## config.mk

```make
export PLATFORM = sky130hd
export DESIGN_NAME = frfb_burst_sched
export DESIGN_NICKNAME = d
export VERILOG_FILES = /design/src/rtl/frfb_burst_sched.sv
export SDC_FILE = /design/constraint.sdc
export NUM_CORES = 1
export LEC_CHECK = 0
export ABC_AREA = 0
export CORE_UTILIZATION = 30
export CTS_BUF_LIST = sky130_fd_sc_hd__clkbuf_4
export CTS_CLUSTER_DIAMETER = 120
export DETAILED_ROUTE_END_ITERATION = 6
export SYNTH_ARGS = -nofsm -noshare
export SYNTH_HDL_FRONTEND = slang
export SYNTH_SLANG_ARGS = --single-unit
```

## constraint.sdc

```tcl
create_clock -name clk -period 4.1 [get_ports clk]
set_clock_uncertainty 0.05 [all_clocks]
set_input_delay 0.41 -clock clk [delete_from_list [all_inputs] [get_ports clk]]
set_output_delay 0.41 -clock clk [all_outputs]
set_load 0.03 [all_outputs]
```

## src/rtl/frfb_burst_sched.sv

```systemverilog
// -----------------------------------------------------------------------------
// frfb_burst_sched
//
// Moves whole bursts of pixel data for the remote framebuffer.
// - Write bursts go from the LCD input FIFO into DDR.
// - Read bursts go from DDR into the LVDS output FIFO.
// - Frame buffers (NBUF = 2 or 3) rotate on the input and output vsync rising
//   edges, so the input and output frame rates can differ without tearing.
//   With three buffers, an input frame that is cut short is discarded.
//
// Parameters
//   ADDR_W        DDR command address width, in burst units
//   BURST_WORDS   32-bit words per burst (power of two, 2..64)
//   FRAME_BURSTS  bursts per frame; BIDX_W = clog2(FRAME_BURSTS), ADDR_W >= BIDX_W+2
//   NBUF          number of frame buffers, 2 or 3
//
// Optional feature
//   FRFB_RR_ARB_EN  When defined, read/write ties alternate, starting with read.
//                   When undefined, read always wins a tie.
//
// Ports
//   clk, rst_n                  clock, asynchronous active-low reset
//   init_done                   DDR initialisation complete
//   in_vsync / out_vsync        frame-active levels; a rising edge starts a frame
//   in_burst_rdy                input FIFO holds a full burst
//   out_burst_rdy               output FIFO has room for a full burst
//   cmd_valid/cmd_ready         command handshake
//   cmd_r_wn                    1 = read burst, 0 = write burst
//   cmd_addr                    {zero pad, buffer[1:0], burst index}
//   dat_en                      one strobe per data word of the accepted burst
//   in_pop / out_push           FIFO strobes, combinational from dat_en
//   wr_buf / rd_buf             current write and read buffer
//   frame_drop                  one-cycle pulse when an input frame is discarded
//
// Command handshake: cmd_valid rises the cycle after a request is selected.
// While cmd_valid is high, cmd_r_wn and cmd_addr hold steady. A command
// transfers on the first clock edge where cmd_valid & cmd_ready are both high,
// and cmd_valid drops on the next cycle.
// -----------------------------------------------------------------------------
module frfb_burst_sched #(
  parameter int ADDR_W       = 15,
  parameter int BURST_WORDS  = 8,
  parameter int FRAME_BURSTS = 1280,
  parameter int NBUF         = 3
) (
  input  logic              clk,
  input  logic              rst_n,
  input  logic              init_done,
  input  logic              in_vsync,
  input  logic              out_vsync,
  input  logic              in_burst_rdy,
  input  logic              out_burst_rdy,
  output logic              cmd_valid,
  input  logic              cmd_ready,
  output logic              cmd_r_wn,
  output logic [ADDR_W-1:0] cmd_addr,
  input  logic              dat_en,
  output logic              in_pop,
  output logic              out_push,
  output logic [1:0]        wr_buf,
  output logic [1:0]        rd_buf,
  output logic              frame_drop
);

  localparam int BIDX_W = $clog2(FRAME_BURSTS);
  // Burst indices must be able to hold FRAME_BURSTS itself ("frame complete").
  localparam int IDX_W  = $clog2(FRAME_BURSTS + 1);
  localparam int CNT_W  = $clog2(BURST_WORDS);

  localparam logic [IDX_W-1:0] FRAME_END = IDX_W'(FRAME_BURSTS);
  localparam logic [CNT_W-1:0] LAST_WORD = CNT_W'(BURST_WORDS - 1);

  typedef enum logic [1:0] {
    S_INIT,
    S_IDLE,
    S_CMD,
    S_DATA
  } state_t;

  state_t             state_q, state_d;
  logic               in_vsync_q, out_vsync_q;
  logic               pend_in_q, pend_out_q;
  logic [1:0]         last_done_q;
  logic [IDX_W-1:0]   wr_idx_q, rd_idx_q;
  logic [CNT_W-1:0]   cnt_q;

  logic               in_rise, out_rise, in_edge, out_edge;
  logic               wr_req, rd_req, grant_rd, grant_wr;
  logic               apply_edges, take_rd, take_wr, burst_done;
  logic               wr_complete, drop;
  logic [1:0]         new_last, new_wr, new_rd;

`ifdef FRFB_RR_ARB_EN
  // 1 when the most recent grant went to the read side.
  logic               last_rd_q;
`endif

  // Edges seen this cycle count as pending, so a pending edge never waits an
  // extra cycle when the FSM is already idle.
  assign in_rise  = in_vsync  & ~in_vsync_q;
  assign out_rise = out_vsync & ~out_vsync_q;
  assign in_edge  = pend_in_q  | in_rise;
  assign out_edge = pend_out_q | out_rise;

  assign wr_req = in_vsync  & in_burst_rdy  & (wr_idx_q < FRAME_END);
  assign rd_req = out_vsync & out_burst_rdy & (rd_idx_q < FRAME_END);

`ifdef FRFB_RR_ARB_EN
  assign grant_rd = rd_req & (~wr_req | ~last_rd_q);
`else
  assign grant_rd = rd_req;
`endif
  assign grant_wr = wr_req & ~grant_rd;

  // Buffer rotation on an input edge. The read side then picks up whatever
  // last_done will be after that rotation.
  always_comb begin
    wr_complete = (wr_idx_q == FRAME_END);
    drop        = 1'b0;
    new_last    = wr_buf;
    new_wr      = wr_buf;
    if (NBUF == 3) begin
      if (!wr_complete) begin
        new_last = last_done_q;
        drop     = 1'b1;
      end
      // With rd_buf == new_last (a drop right after an output edge), the
      // current write buffer is already free of both, so keep it.
      if (rd_buf != new_last) begin
        new_wr = 2'd3 - rd_buf - new_last;
      end
    end else begin
      new_wr = {1'b0, ~new_last[0]};
    end
    new_rd = in_edge ? new_last : last_done_q;
  end

  // FSM next state and control strobes.
  always_comb begin
    state_d     = state_q;
    apply_edges = 1'b0;
    take_rd     = 1'b0;
    take_wr     = 1'b0;
    burst_done  = 1'b0;
    case (state_q)
      S_INIT: begin
        if (init_done) state_d = S_IDLE;
      end
      S_IDLE: begin
        // Frame rotation consumes the idle cycle, so a new burst always sees
        // the rotated buffers and cleared indices.
        if (in_edge || out_edge) begin
          apply_edges = 1'b1;
        end else if (grant_rd) begin
          take_rd = 1'b1;
          state_d = S_CMD;
        end else if (grant_wr) begin
          take_wr = 1'b1;
          state_d = S_CMD;
        end
      end
      S_CMD: begin
        if (cmd_ready) state_d = S_DATA;
      end
      S_DATA: begin
        if (dat_en && (cnt_q == LAST_WORD)) begin
          burst_done = 1'b1;
          state_d    = S_IDLE;
        end
      end
      default: state_d = S_INIT;
    endcase
  end

  always_ff @(posedge clk or negedge rst_n) begin
    if (!rst_n) begin
      state_q     <= S_INIT;
      in_vsync_q  <= 1'b0;
      out_vsync_q <= 1'b0;
      pend_in_q   <= 1'b0;
      pend_out_q  <= 1'b0;
      last_done_q <= 2'd0;
      wr_buf      <= 2'd1;
      rd_buf      <= 2'd0;
      wr_idx_q    <= '0;
      rd_idx_q    <= '0;
      cnt_q       <= '0;
      cmd_valid   <= 1'b0;
      cmd_r_wn    <= 1'b1;
      cmd_addr    <= '0;
      frame_drop  <= 1'b0;
    end else begin
      state_q     <= state_d;
      in_vsync_q  <= in_vsync;
      out_vsync_q <= out_vsync;
      cmd_valid   <= (state_d == S_CMD);
      frame_drop  <= 1'b0;

      if (apply_edges) begin
        pend_in_q  <= 1'b0;
        pend_out_q <= 1'b0;
        if (in_edge) begin
          last_done_q <= new_last;
          wr_buf      <= new_wr;
          wr_idx_q    <= '0;
          frame_drop  <= drop;
        end
        if (out_edge) begin
          rd_buf   <= new_rd;
          rd_idx_q <= '0;
        end
      end else begin
        pend_in_q  <= pend_in_q  | in_rise;
        pend_out_q <= pend_out_q | out_rise;
      end

      if (take_rd) begin
        cmd_r_wn <= 1'b1;
        cmd_addr <= ADDR_W'({rd_buf, rd_idx_q[BIDX_W-1:0]});
      end else if (take_wr) begin
        cmd_r_wn <= 1'b0;
        cmd_addr <= ADDR_W'({wr_buf, wr_idx_q[BIDX_W-1:0]});
      end

      // BURST_WORDS is a power of two, so the counter wraps to zero on the
      // last strobe by itself.
      if (state_q == S_DATA) begin
        if (dat_en) cnt_q <= cnt_q + CNT_W'(1);
      end else begin
        cnt_q <= '0;
      end

      if (burst_done) begin
        if (cmd_r_wn) rd_idx_q <= rd_idx_q + IDX_W'(1);
        else          wr_idx_q <= wr_idx_q + IDX_W'(1);
      end
    end
  end

`ifdef FRFB_RR_ARB_EN
  always_ff @(posedge clk or negedge rst_n) begin
    if (!rst_n) begin
      last_rd_q <= 1'b0;
    end else if (take_rd) begin
      last_rd_q <= 1'b1;
    end else if (take_wr) begin
      last_rd_q <= 1'b0;
    end
  end
`endif

  // dat_en is only meaningful while a burst is in its data phase.
  assign in_pop   = dat_en & (state_q == S_DATA) & ~cmd_r_wn;
  assign out_push = dat_en & (state_q == S_DATA) &  cmd_r_wn;

endmodule
```

==> metrics.yaml <==
vias_per_cell: 5.70
rows: 34
area_delta_synth_final_pct: 17.6
hold-worst-slack_ns: 0.406
grt_pass1_vias: 2236
synthCells: 287
crit_fanout: 6
grt_pass1_wl_mm: 11.8
nNetsFinal: 325
p_leak_nw: 1.38
synth.cell_area_um2: 2800
worstSkewPairLatency_ns: 0.39
setup_viol: 0
drc: 0
worst_slew_pin_slew_ns: 1.25
grt_overflow: 0
start_kind: "flip-flop"
grt_antenna_before_repair: 0
gp_congestion: 0.781
postRouteAntennaNets: 0
cts_buffers: 5
fp.dieH_um: 98.7
power_mw: 1.43
drt-initial-drc-count: 118
coreArea_um2: 8890
yosysUniqueCellTypes: 50
crit_arrival_ns: 3.23
ys_seq_area_frac: 0.474
syn_area_per_cell_um2: 9.77
die_x_um: 98.7
dp_hpwl_mm: 5.01
track_usage: 0.153
maxCapViolCount: 0
synth-edff-count: 0
synth_area_leader_cell: "dfrtp_1"
cts_tree: "yes"
ys_ff_latch: 53
power_density_nw_per_um2: 435
fmax_mhz: 331
num_vias: 2388
io_pins: 33
clockBufferDepth: 2
yosysWarnings: 0
synth_top_area_frac: 0.455
h-tree-depth: 2
wirelength_mm: 7.18
finalSetupTns_ns: 0
drv_slew: 0
cts.sinks: 53
worstSetupPathType: "reg2reg"
port_buffers: 30
initial_utilization: 0.315
cts_root_buf: "clkbuf_4"
finalHoldViolCount: 0
status: "finished clean"
end_kind: "flip-flop"
vdd_ir_drop_max_v: 0.000226
dp_slack_ns: 1.03
final_common_cell: "dfrtp_1"
synth_flop_cell: "dfrtp_1"
fillers: 913
drive_gt1_frac: 0.0740
routedWlPerCell_um: 17.1
clk_pin_slew_ns: 0.16
grt_max_degree: 39
worst_slack_ns: 1.07
mostFrequentLayoutCells: "dfrtp_1 (51), o31ai_1 (35), nor2_1 (30)"
synth-async-reset-ratio: 1.00
rsz0062_at_grt: "no"
min_period_over_period: 0.738
maxSlewHeadroom: 0.157
diodes: 0
hold_class: "in2async"
required_ns: 4.31
fin_crit_ns: 3.03
drtPass1Iterations: 4
die_area_um2: 9740
netlist_top_cells_area: "dfrtp_1 (46%), o31ai_1 (9.4%), nor2_1 (4.0%)"
## repair_timing
item                      in CTS  in global routing
hold buffers                   1                  0
setup buffers                  0                  0
hold endpoints to repair      14                  0
gates resized for setup        0                  0
## cell usage after synthesis (3+ instances only)
master / number
dfrtp_1: 51
mux2i_1: 8
nand4_1: 7
a21oi_1: 3
inv_1: 8
o21ai_0: 7
ha_1: 6
o31ai_1: 35
nand2b_1: 5
xnor2_1: 4
a31oi_1: 13
nor2_1: 30
nand2_1: 21
xor2_1: 3
mux2_2: 3
o211ai_1: 9
nor2b_1: 3
nor4_1: 3
clkbuf_1: 14
nand3_1: 12
## power breakdown
part	internal, mW	leakage [nW]	switching [mW]	total [mW]
Clock	0.192	0.0558	0.182	0.374
Combinational	0.141	0.612	0.280	0.422
Sequential	0.582	0.710	0.0566	0.639
## cells by family after synthesis
family                     share of synthesized area
other                                        0.00134
adders and majority gates                     0.0268
muxes                                         0.0406
DFF                                            0.474
buffers and inverters                         0.0437
AOI/OAI and AO/OA                              0.214
and+or+nand+nor                                0.178
xor gates and xnor gates                      0.0219
## metrics by stage
| stage | instance area, µm² | cells | util |
|---|---|---|---|
| 6_report | 3300 | 419 | 0.371 |
| 5_1_grt | 3300 | 419 | 0.371 |
| 4_1_cts | 3300 | 419 | 0.371 |
| 3_5_place_dp | 3180 | 410 | 0.358 |
| 3_3_place_gp | 3180 | 410 | 0.358 |
| 2_1_floorplan | 2810 | 288 | - |
## metal layers
layer,vias up,part of all wire,track usage
met2,57,0.47,0.245
met4,0,0.0040,0.0276
met3,4,0.043,0.0255
met1,1208,0.48,0.218
li1,1119,-,-
met5,-,0,0
## registers in the layout, summed over array words and instances (netlist names)
name	cells
cmd_addr	13
rd_idx_q	11
wr_idx_q	11
cnt_q	3
last_done_q	2
rd_buf	2
state_q	2
wr_buf	2
cmd_r_wn	1
cmd_valid	1
frame_drop	1
in_vsync_q	1
out_vsync_q	1
pend_in_q	1
pend_out_q	1
## final timing paths
kind,from,end,slack [ns],depth (start not counted)
max in group asynchronous,rst_n,wr_idx_q[2]$_DFF_PN0_,2.77,3
min reg2reg,rd_idx_q[10]$_DFF_PN0_,rd_idx_q[10]$_DFF_PN0_,0.47,1
min in group clk,rd_idx_q[10]$_DFF_PN0_,rd_idx_q[10]$_DFF_PN0_,0.47,1
min,rst_n,rd_idx_q[10]$_DFF_PN0_,0.41,2
max reg2reg,wr_idx_q[0]$_DFF_PN0_,wr_buf[1]$_DFFE_PN0P_,1.07,9
max,wr_idx_q[0]$_DFF_PN0_,wr_buf[1]$_DFFE_PN0P_,1.07,9
## critical path: stages (launching register included)
cell and delay [ns]:
dfrtp_1 0.46, inv_1 0.09, ha_1 0.16, nor4b_1 0.59, nand3_1 0.22, mux2_2 0.32
ha_1 0.29, o211ai_1 0.11, a2111oi_0 0.53, a211oi_1 0.08
## area by class of cell
class / instances / area (µm²) / share of cell area
Clock buffer: 5 / 37.5 / 0.0114
Clock inverter: 3 / 68.8 / 0.0209
Inverter: 8 / 30.0 / 0.00910
Multi-Input combinational cell: 207 / 1360 / 0.413
Sequential cell: 53 / 1330 / 0.403
Tap cell: 108 / 135 / 0.0410
Timing Repair Buffer: 35 / 335 / 0.102
No activity file was read; power rests on OpenSTA's default activity.
